### config.mk
export PLATFORM = sky130hd
export DESIGN_NAME = avgp_3x3_ctrl
export DESIGN_NICKNAME = d
export VERILOG_FILES = /design/src/rtl/avgp_pkg.sv /design/src/rtl/avgp_pos_counter.sv /design/src/rtl/avgp_3x3_ctrl.sv
export SDC_FILE = /design/constraint.sdc
export NUM_CORES = 1
export LEC_CHECK = 0
export CORE_MARGIN = 10
export CORE_UTILIZATION = 44
export CTS_BUF_LIST = sky130_fd_sc_hd__clkbuf_2 sky130_fd_sc_hd__clkbuf_4 sky130_fd_sc_hd__clkbuf_8
export DETAILED_ROUTE_END_ITERATION = 8
export GPL_ROUTABILITY_DRIVEN = 1
export MAX_ROUTING_LAYER = met4
export PLACE_DENSITY_LB_ADDON = 0.1
export SKIP_LAST_GASP = 1
export SYNTH_ARGS = -nofsm -noshare
export SYNTH_HDL_FRONTEND = slang
export SYNTH_SLANG_ARGS = --single-unit
### constraint.sdc
create_clock -name clk -period 4.6 [get_ports clk]
set_input_delay 0.92 -clock clk [delete_from_list [all_inputs] [get_ports clk]]
set_output_delay 0.92 -clock clk [all_outputs]
set_load 0.1 [all_outputs]
### src/rtl/avgp_pkg.sv
// Shared definitions for the 3x3 average-pool controllers: the frame state
// encoding, the expected-result-count calculation and the stride legality check.
package avgp_pkg;

    typedef enum logic [1:0] {
        IDLE  = 2'd0,
        RUN   = 2'd1,
        DRAIN = 2'd2,
        DONE  = 2'd3
    } avgp_state_t;

    // Number of 3x3 windows per frame that lie fully inside the image
    // and on the stride grid.
    function automatic int avgp_exp_count(input int w, input int h, input int s);
        return ((w - 3) / s + 1) * ((h - 3) / s + 1);
    endfunction

    function automatic bit avgp_stride_ok(input int s);
        return (s == 1) || (s == 2);
    endfunction

endpackage

### src/rtl/avgp_pos_counter.sv
// Raster position counter: tracks the column and row of the current pixel,
// advancing on enable, with a synchronous clear and a last-pixel flag.
module avgp_pos_counter
    import avgp_pkg::*;
#(
    parameter int IMAGE_WIDTH  = 33,
    parameter int IMAGE_HEIGHT = 33,
    parameter int CNT_WIDTH    = 16
) (
    input  logic                 clk,
    input  logic                 reset_n,
    input  logic                 i_clr,
    input  logic                 i_en,
    output logic [CNT_WIDTH-1:0] o_col,
    output logic [CNT_WIDTH-1:0] o_row,
    output logic                 o_last
);

    localparam logic [CNT_WIDTH-1:0] COL_MAX = CNT_WIDTH'(IMAGE_WIDTH - 1);
    localparam logic [CNT_WIDTH-1:0] ROW_MAX = CNT_WIDTH'(IMAGE_HEIGHT - 1);
    localparam logic [CNT_WIDTH-1:0] ONE     = CNT_WIDTH'(1);

    logic [CNT_WIDTH-1:0] r_col;
    logic [CNT_WIDTH-1:0] r_row;

    // Column/row advance: column wraps at the row end and bumps the row.
    always_ff @(posedge clk or negedge reset_n) begin
        if (!reset_n) begin
            r_col <= '0;
            r_row <= '0;
        end else if (i_clr) begin
            r_col <= '0;
            r_row <= '0;
        end else if (i_en) begin
            if (r_col == COL_MAX) begin
                r_col <= '0;
                r_row <= (r_row == ROW_MAX) ? '0 : r_row + ONE;
            end else begin
                r_col <= r_col + ONE;
            end
        end
    end

    assign o_col  = r_col;
    assign o_row  = r_row;
    assign o_last = (r_col == COL_MAX) && (r_row == ROW_MAX);

endmodule

### src/rtl/avgp_3x3_ctrl.sv
// Frame sequencer for the 3x3 average-pool core: gates window valids onto the
// stride grid, counts returning results and pulses done at frame completion.
module avgp_3x3_ctrl
    import avgp_pkg::*;
#(
    parameter int IMAGE_WIDTH  = 33,
    parameter int IMAGE_HEIGHT = 33,
    parameter int STRIDE       = 1,
    parameter int CNT_WIDTH    = 16
) (
    input  logic                 clk,
    input  logic                 reset_n,
    input  logic                 start,
    input  logic                 win_valid,
    output logic                 core_valid_in,
    input  logic                 core_valid_out,
    output logic                 busy,
    output logic                 done,
    output logic [CNT_WIDTH-1:0] out_count,
    output logic                 overflow
);

    localparam int                   EXP   = avgp_exp_count(IMAGE_WIDTH, IMAGE_HEIGHT, STRIDE);
    localparam logic [CNT_WIDTH-1:0] EXP_C = CNT_WIDTH'(EXP);
    localparam logic [CNT_WIDTH-1:0] TWO   = CNT_WIDTH'(2);
    localparam logic [CNT_WIDTH-1:0] ONE   = CNT_WIDTH'(1);

    if (!avgp_stride_ok(STRIDE) || (IMAGE_WIDTH < 3) || (IMAGE_HEIGHT < 3) ||
        (longint'(EXP) >= (longint'(1) << CNT_WIDTH)) ||
        (longint'(IMAGE_WIDTH) > (longint'(1) << CNT_WIDTH)) ||
        (longint'(IMAGE_HEIGHT) > (longint'(1) << CNT_WIDTH))) begin : g_cfg_err
        $error("avgp_3x3_ctrl: illegal STRIDE/IMAGE size/CNT_WIDTH combination");
    end

    avgp_state_t          r_state;
    avgp_state_t          w_next;
    logic [CNT_WIDTH-1:0] r_out_count;
    logic                 r_overflow;

    logic [CNT_WIDTH-1:0] w_col;
    logic [CNT_WIDTH-1:0] w_row;
    logic                 w_last;
    logic                 w_run;
    logic                 w_in_frame;
    logic                 w_start_acc;
    logic                 w_accept;
    logic                 w_col_ok;
    logic                 w_row_ok;
    logic                 w_at_exp;
    logic                 w_count_en;
    logic                 w_ovf_set;

    assign w_run       = (r_state == RUN);
    assign w_in_frame  = (r_state == RUN) || (r_state == DRAIN);
    assign w_start_acc = start && (r_state == IDLE);
    assign w_accept    = win_valid && w_run;

    avgp_pos_counter #(
        .IMAGE_WIDTH  (IMAGE_WIDTH),
        .IMAGE_HEIGHT (IMAGE_HEIGHT),
        .CNT_WIDTH    (CNT_WIDTH)
    ) u_pos (
        .clk     (clk),
        .reset_n (reset_n),
        .i_clr   (w_start_acc),
        .i_en    (w_accept),
        .o_col   (w_col),
        .o_row   (w_row),
        .o_last  (w_last)
    );

    // With only strides 1 and 2 legal, (pos-2)%2==0 reduces to an even position.
    assign w_col_ok = (w_col >= TWO) && ((STRIDE == 1) || !w_col[0]);
    assign w_row_ok = (w_row >= TWO) && ((STRIDE == 1) || !w_row[0]);

    assign core_valid_in = w_accept && w_col_ok && w_row_ok;

    assign w_at_exp   = (r_out_count == EXP_C);
    assign w_count_en = core_valid_out && w_in_frame && !w_at_exp;
    assign w_ovf_set  = core_valid_out && (!w_in_frame || w_at_exp);

    // Frame state register.
    always_ff @(posedge clk or negedge reset_n) begin
        if (!reset_n) begin
            r_state <= IDLE;
        end else begin
            r_state <= w_next;
        end
    end

    // Next-state logic; pixel completion and result completion are checked independently.
    always_comb begin
        w_next = r_state;
        unique case (r_state)
            IDLE:    if (start)    w_next = RUN;
            RUN:     if (w_accept && w_last) w_next = DRAIN;
            DRAIN:   if (w_at_exp) w_next = DONE;
            DONE:    w_next = IDLE;
            default: w_next = IDLE;
        endcase
    end

    // Result counter: cleared on frame start, held through IDLE afterwards.
    always_ff @(posedge clk or negedge reset_n) begin
        if (!reset_n) begin
            r_out_count <= '0;
        end else if (w_start_acc) begin
            r_out_count <= '0;
        end else if (w_count_en) begin
            r_out_count <= r_out_count + ONE;
        end
    end

    // Sticky flag for results arriving outside a frame or beyond the expected count.
    always_ff @(posedge clk or negedge reset_n) begin
        if (!reset_n) begin
            r_overflow <= 1'b0;
        end else if (w_ovf_set) begin
            r_overflow <= 1'b1;
        end
    end

    assign busy      = w_in_frame;
    assign done      = (r_state == DONE);
    assign out_count = r_out_count;
    assign overflow  = r_overflow;

endmodule

## After elaboration in Yosys (flattened, before gate mapping)

Cells that the tools add are included.

- Register bits: 51
- Bits in latches: 0
- RAM bits: 0
- ROM bits: 0
- Input bits: 5
- Output and inout port bits: 20
- Memories: 0

- $add $sub $neg: 3
- Multipliers: 0
- Divide/modulo/power cells: 0
- Magnitude comparators: 2
- Eq/ne operators: 9
- Shift operators: 0
- Mux-type cells: 13
- Bitwise gates (word level): 0
- Reduce and logical (&&, ||, !) cells: 19

Operators with widths:

| cell | number |
|---|---|
| $mux W16 | 9 |
| $add A16 B1 Y16 const B | 3 |
| $eq A16 B6 Y1 const B | 2 |
| $ge A16 B2 Y1 const B | 2 |
| $eq A16 B10 Y1 const B | 1 |
| $logic_and A1 B1 Y1 | 9 |
| $pmux W2 S4 | 1 |
| $mux W2 | 3 |
| $reduce_bool A2 Y1 | 3 |
| $eq A2 B2 Y1 const B | 2 |
| $ne A2 B2 Y1 const B | 2 |
| $reduce_and A3 Y1 | 1 |
| $eq A2 B1 Y1 const B | 1 |
| $logic_not A1 Y1 | 2 |
| $logic_not A2 Y1 | 1 |
| $logic_or A1 B1 Y1 | 2 |
| $ne A2 B1 Y1 const B | 1 |
| $reduce_and A2 Y1 | 1 |

## Logic depth before layout (Yosys ltp)

- Depth in word-level cells: 6
- Depth in mapped cells: 9
- Mapped depth without buffers: 7

## Cells and area by module

A second synthesis with hierarchy kept.

- Cell total of the unflattened synthesis: 339
- Area, all modules: 3,179.3 µm²

Modules (own cells, without submodules):

| module | instances | cells each | area each (µm²) | sequential area each (µm²) |
|---|---|---|---|---|
| avgp_pos_counter | 1 | 213 | 1,956.9 | 800.8 |
| avgp_3x3_ctrl | 1 | 126 | 1,222.4 | 475.5 |

## Worst setup path after synthesis

OpenSTA, ideal clock, no wires.

- Path kind: input port to output port
- Start: input win_valid
- End: output core_valid_in
- Arrival: 2.303 ns
- Data required time: 3.680 ns
- Path slack: 1.377 ns
- Stages on the path: 2
- Path through: nand2_1 -> nor2_1

- Longest elaborated chain between the ends: 3

Ends and longest elaborated chain:

| item | line | RTL |
|---|---|---|
| from (decl) | avgp_3x3_ctrl.sv:14 | `input logic win_valid,` |
| $logic_and A1 B1 Y1 | avgp_3x3_ctrl.sv:56 | `assign w_accept = win_valid && w_run;` |
| $logic_and A1 B1 Y1 (2 in series) | avgp_3x3_ctrl.sv:76 | `assign core_valid_in = w_accept && w_col_ok && w_row_ok;` |
| to (decl) | avgp_3x3_ctrl.sv:15 | `output logic core_valid_in,` |

No other way between the ends.

## Worst setup path after layout

- Start: register r_state[0]
- End: output busy

- Longest elaborated chain between the ends: 2
- Elaborated cells between the ends (all ways): 3
- Those cells by class: 2 x eq/ne; 1 x reduce/logical

Ends and longest elaborated chain:

| item | line | RTL |
|---|---|---|
| from (decl) | avgp_3x3_ctrl.sv:35 | `avgp_state_t r_state;` |
| from (signal assigned) | avgp_3x3_ctrl.sv:87 | `r_state <= w_next;` |
| $eq A2 B1 Y1 / $eq A2 B2 Y1 (equally long branches) | avgp_3x3_ctrl.sv:54 | `assign w_in_frame = (r_state == RUN) \|\| (r_state == DRAIN);` |
| $logic_or A1 B1 Y1 (*) | avgp_3x3_ctrl.sv:54 |  |
| to (decl) | avgp_3x3_ctrl.sv:17 | `output logic busy,` |

Mark *: on every way between the ends. The rest lies on a longest branch, timed or not.

==> results.txt <==
- Outcome: finished, final reports clean
* Number of buffers added to fix hold violations after cts: 0
* Portion of synthesized cell area occupied by the leading cell type: 0.427
* Worst slew margin relative to its limit: 0.314
- The max-slew violation count came to 0.
* Number of filler instances in the final layout: just over 600
- The die covers 10500 um2.
- Total vias in the final route: 2636
- Synthesis inferred 51 register bits.
* Initial DRC Count: 178
- DRC: 0
* H-tree level count: 2
- Critical-path maximum fanout: 4
* Start-to-end type of the worst setup path: flop to primary output
- The hold violation total from the final report is 0.
- Gates resized during post-CTS repair numbered 0.
- Kind of cell adding the most delay to the critical path: buffers and inverters
- In this run, CTS created clock tree buffers numbering 5.
- Layout cells sized above 1: 0.0490
- Of the total synthesized cell area, the portion taken by XOR and XNOR cells is 0.0352.
- From left edge to right edge, the die measures 102 um.
- Of the total synthesized cell area, the portion taken by AND, OR, NAND and NOR gates is 0.296.
* Die H: 102 um
* Half-perimeter wire length after detailed placement: approximately 5.0 mm
- Wire length per cell: 15.7 um
* EDFF count, synth: 0
- Tightest hold margin: 477 ps
- Class of the tightest hold or removal check: flop to flop
- Clock tree from TritonCTS: done
- STA puts the critical path data arrival time at about 2300 ps.
- Post-Synthesis Net Count: 360
- Wire length reported by the detailed router: 6.96 mm
- Area taken by flip-flops and latches: about 1300 um2
* Global-route wire length before repair: 12.0 mm
- Initial antenna violation count: 0
- Dominant combinational cell family by area after synthesis: simple AND/OR/NAND/NOR gates
- In the final layout, the multi-input gates occupy 1610 um2.
- Between clock sinks in the finished design, the worst skew comes to 6.21 ps.
- STA classifies the critical path startpoint as a flop.
- After detailed placement, the total cell area comes to 3310 um2.
* Commonest cells after routing, fill and taps aside: 51 x dfrtp_1, 34 x nand2_1, 31 x nor2_1, 30 x o21ai_0, 23 x nor3_1
- Type of destination of the critical path: primary output
* FP Rows: 29
- For this configuration, the core starts out at a cell density of 0.463.
- Maxcap violations: 0
- Port Buffer Count: 24
- Data on the critical path is required at its endpoint by around 3700 ps.
* Buffers and inverters on the worst path: 2
- Tot GR Track Use: 0.142
- Summed over all instances, the cell type with the most area after synthesis is dfrtp_1.
- Share of synthesized area spent on multiplexers: 0.0205
- Layout net count: 385
- Util after Layout: 0.530
- The largest individual stage delay along the critical path comes from the cell clkdlybuf4s50_1.
- The library cell used most frequently in the layout, excluding fill and tap cells, is dfrtp_1.
- Clock tree synthesis found a total of 51 sinks.
- The via count of the first global-routing pass came to 2491.
- Vias/cell: 5.94
- Of the synthesized area, sequential elements account for 0.427.
- Counting flops with an async set or reset pin after synthesis yields a share of 1.00.
- Fmax: between 0.3 and 0.4 GHz
- Yosys printed 0 warnings.
* Unrepaired setup endpoints after global routing: no
* Number of buffers on the longest clock path: 2
- Leakage component of the power: 1.42 nW
- Clk Latency, worst-skew pair: 310 ps
* Number of antenna repair diodes: 0
* Pre-antenna DRT Iters: 4
- Min Clock Period, post-route: roughly 3200 ps
- After clock tree synthesis, the clock-pin slew on the worst setup and hold paths is 100 ps.
* Post-route standard cell area excluding fillers: 3420 um2
- Gate count after technology mapping: 342
- Post-CTS timing repair inserted 0 buffers for setup.
* Delay contributed by the slowest stage of the critical path: 1150 ps
- The most used flip-flop cell after synthesis is dfrtp_1.
* Power density cells: 413 nW/um2
- At the end of routability-driven placement, the weighted congestion stood at 0.842.
* Synth top area cells: dfrtp_1 43%, ha_1 5.4%, o21ai_0 5.0%, nand2_1 4.3%, nor2_1 3.9%
- Counting distinct cell types in the post-synthesis netlist gives 46.
- Number of antenna-violating nets in the routed design: 0
- Clock Root Buffer: clkbuf_8
* Synth Cell Area: 2990 um2
- The worst-case IR drop observed on VDD is 0.179 mV.
* Overflow after GRT: 0
* Compound-gate portion of the synthesized area: 0.132
- Largest net degree at the start of global routing: 37
- From synthesis to final layout, the design area changed by 14.4%.
- Each instance of the synthesized netlist takes up on average around 8.7 um2.
* Top-level I/O count: 25
- Final sum of negative setup slack: 0 ps
- Transition time at the pin with the least slew margin: 1020 ps
* Arithmetic-cell share of the synthesized area counting full adders, half adders and majority gates: 0.0544
- Part of the cycle the worst path needs: 0.700
- # setup viols final: 0
- Area inside the core boundary: 6460 um2
- Walking the worst path, the cells encountered are inv_1, ha_1, clkdlybuf4s50_1.
[stage by stage]
step / std cells / total power, mW / setup slack, ps
finish: 444 / 1.41 / 1380
global placement: 437 / 1.10 / 1370
floorplan: 342 / 0.970 / 1380
detailed placement: 437 / 1.11 / 1350
CTS: 444 / 1.42 / 1350
global route: 444 / 1.48 / 1300
[power by group]
part | switching, mW | internal (mW)
clock network | 0.154 | 0.159
logic | 0.371 | 0.135
registers | 0.0893 | 0.504
total | 0.614 | 0.798
[registers in the layout, summed over array words and instances, names as in the netlist]
| signal | cells |
|---|---|
| u_pos.o_col | 16 |
| r_state | 2 |
| overflow | 1 |
| u_pos.o_row | 16 |
| out_count | 16 |
[final timing paths]
kind,start,to,slack [ps],cells past startpoint
worst max-delay path,r_state[0],busy,1380,3
worst min-delay path,overflow,overflow,480,1
worst max register to register,u_pos.o_col[3],u_pos.o_row[11],1590,6
worst min register to register,overflow,overflow,480,1
max in group asynchronous,reset_n,u_pos.o_row[11],3280,2
min in group asynchronous,reset_n,out_count[8],510,1
[cells in the mapped netlist (all sizes together) (4+ instances only)]
master	number
nor3	23
or3	4
nand2	34
nand4	14
clkbuf	10
or4	4
nor2	31
and3	6
xnor2	7
ha	13
inv	17
xor2	5
a21oi	10
dfrtp	51
nand3	22
o21ai	34
o31ai	6
mux2i	5
nor4	8
[routing by layer]
layer / vias up / GRT usage / share of wire
met5: - / - / 0
met4: 0 / 0.0347 / 0.010
met3: 9 / 0.0277 / 0.053
met2: 68 / 0.223 / 0.45
met1: 1274 / 0.184 / 0.49
li1: 1285 / - / -
[layout make-up]
cell class                      count  share of cell area
Multi-Input combinational cell    263               0.470
Sequential cell                    51               0.373
Timing Repair Buffer               29              0.0790
Tap cell                           77              0.0282
Clock buffer                        5              0.0201
Inverter                           17              0.0187
Clock inverter                      2              0.0110
[cells by family (layout without fill, tap and decap cells)]
| logic type | Yosys count | count (layout) |
|---|---|---|
| and+or+nand+nor | 166 | 166 |
| AOI/OAI and AO/OA | 66 | 66 |
| DFF | 51 | 51 |
| buffers and inverters | 28 | 53 |
| adders and majority gates | 13 | 13 |
| xor gates and xnor gates | 12 | 12 |
| muxes | 6 | 6 |
(Power assumes the default switching activity.)
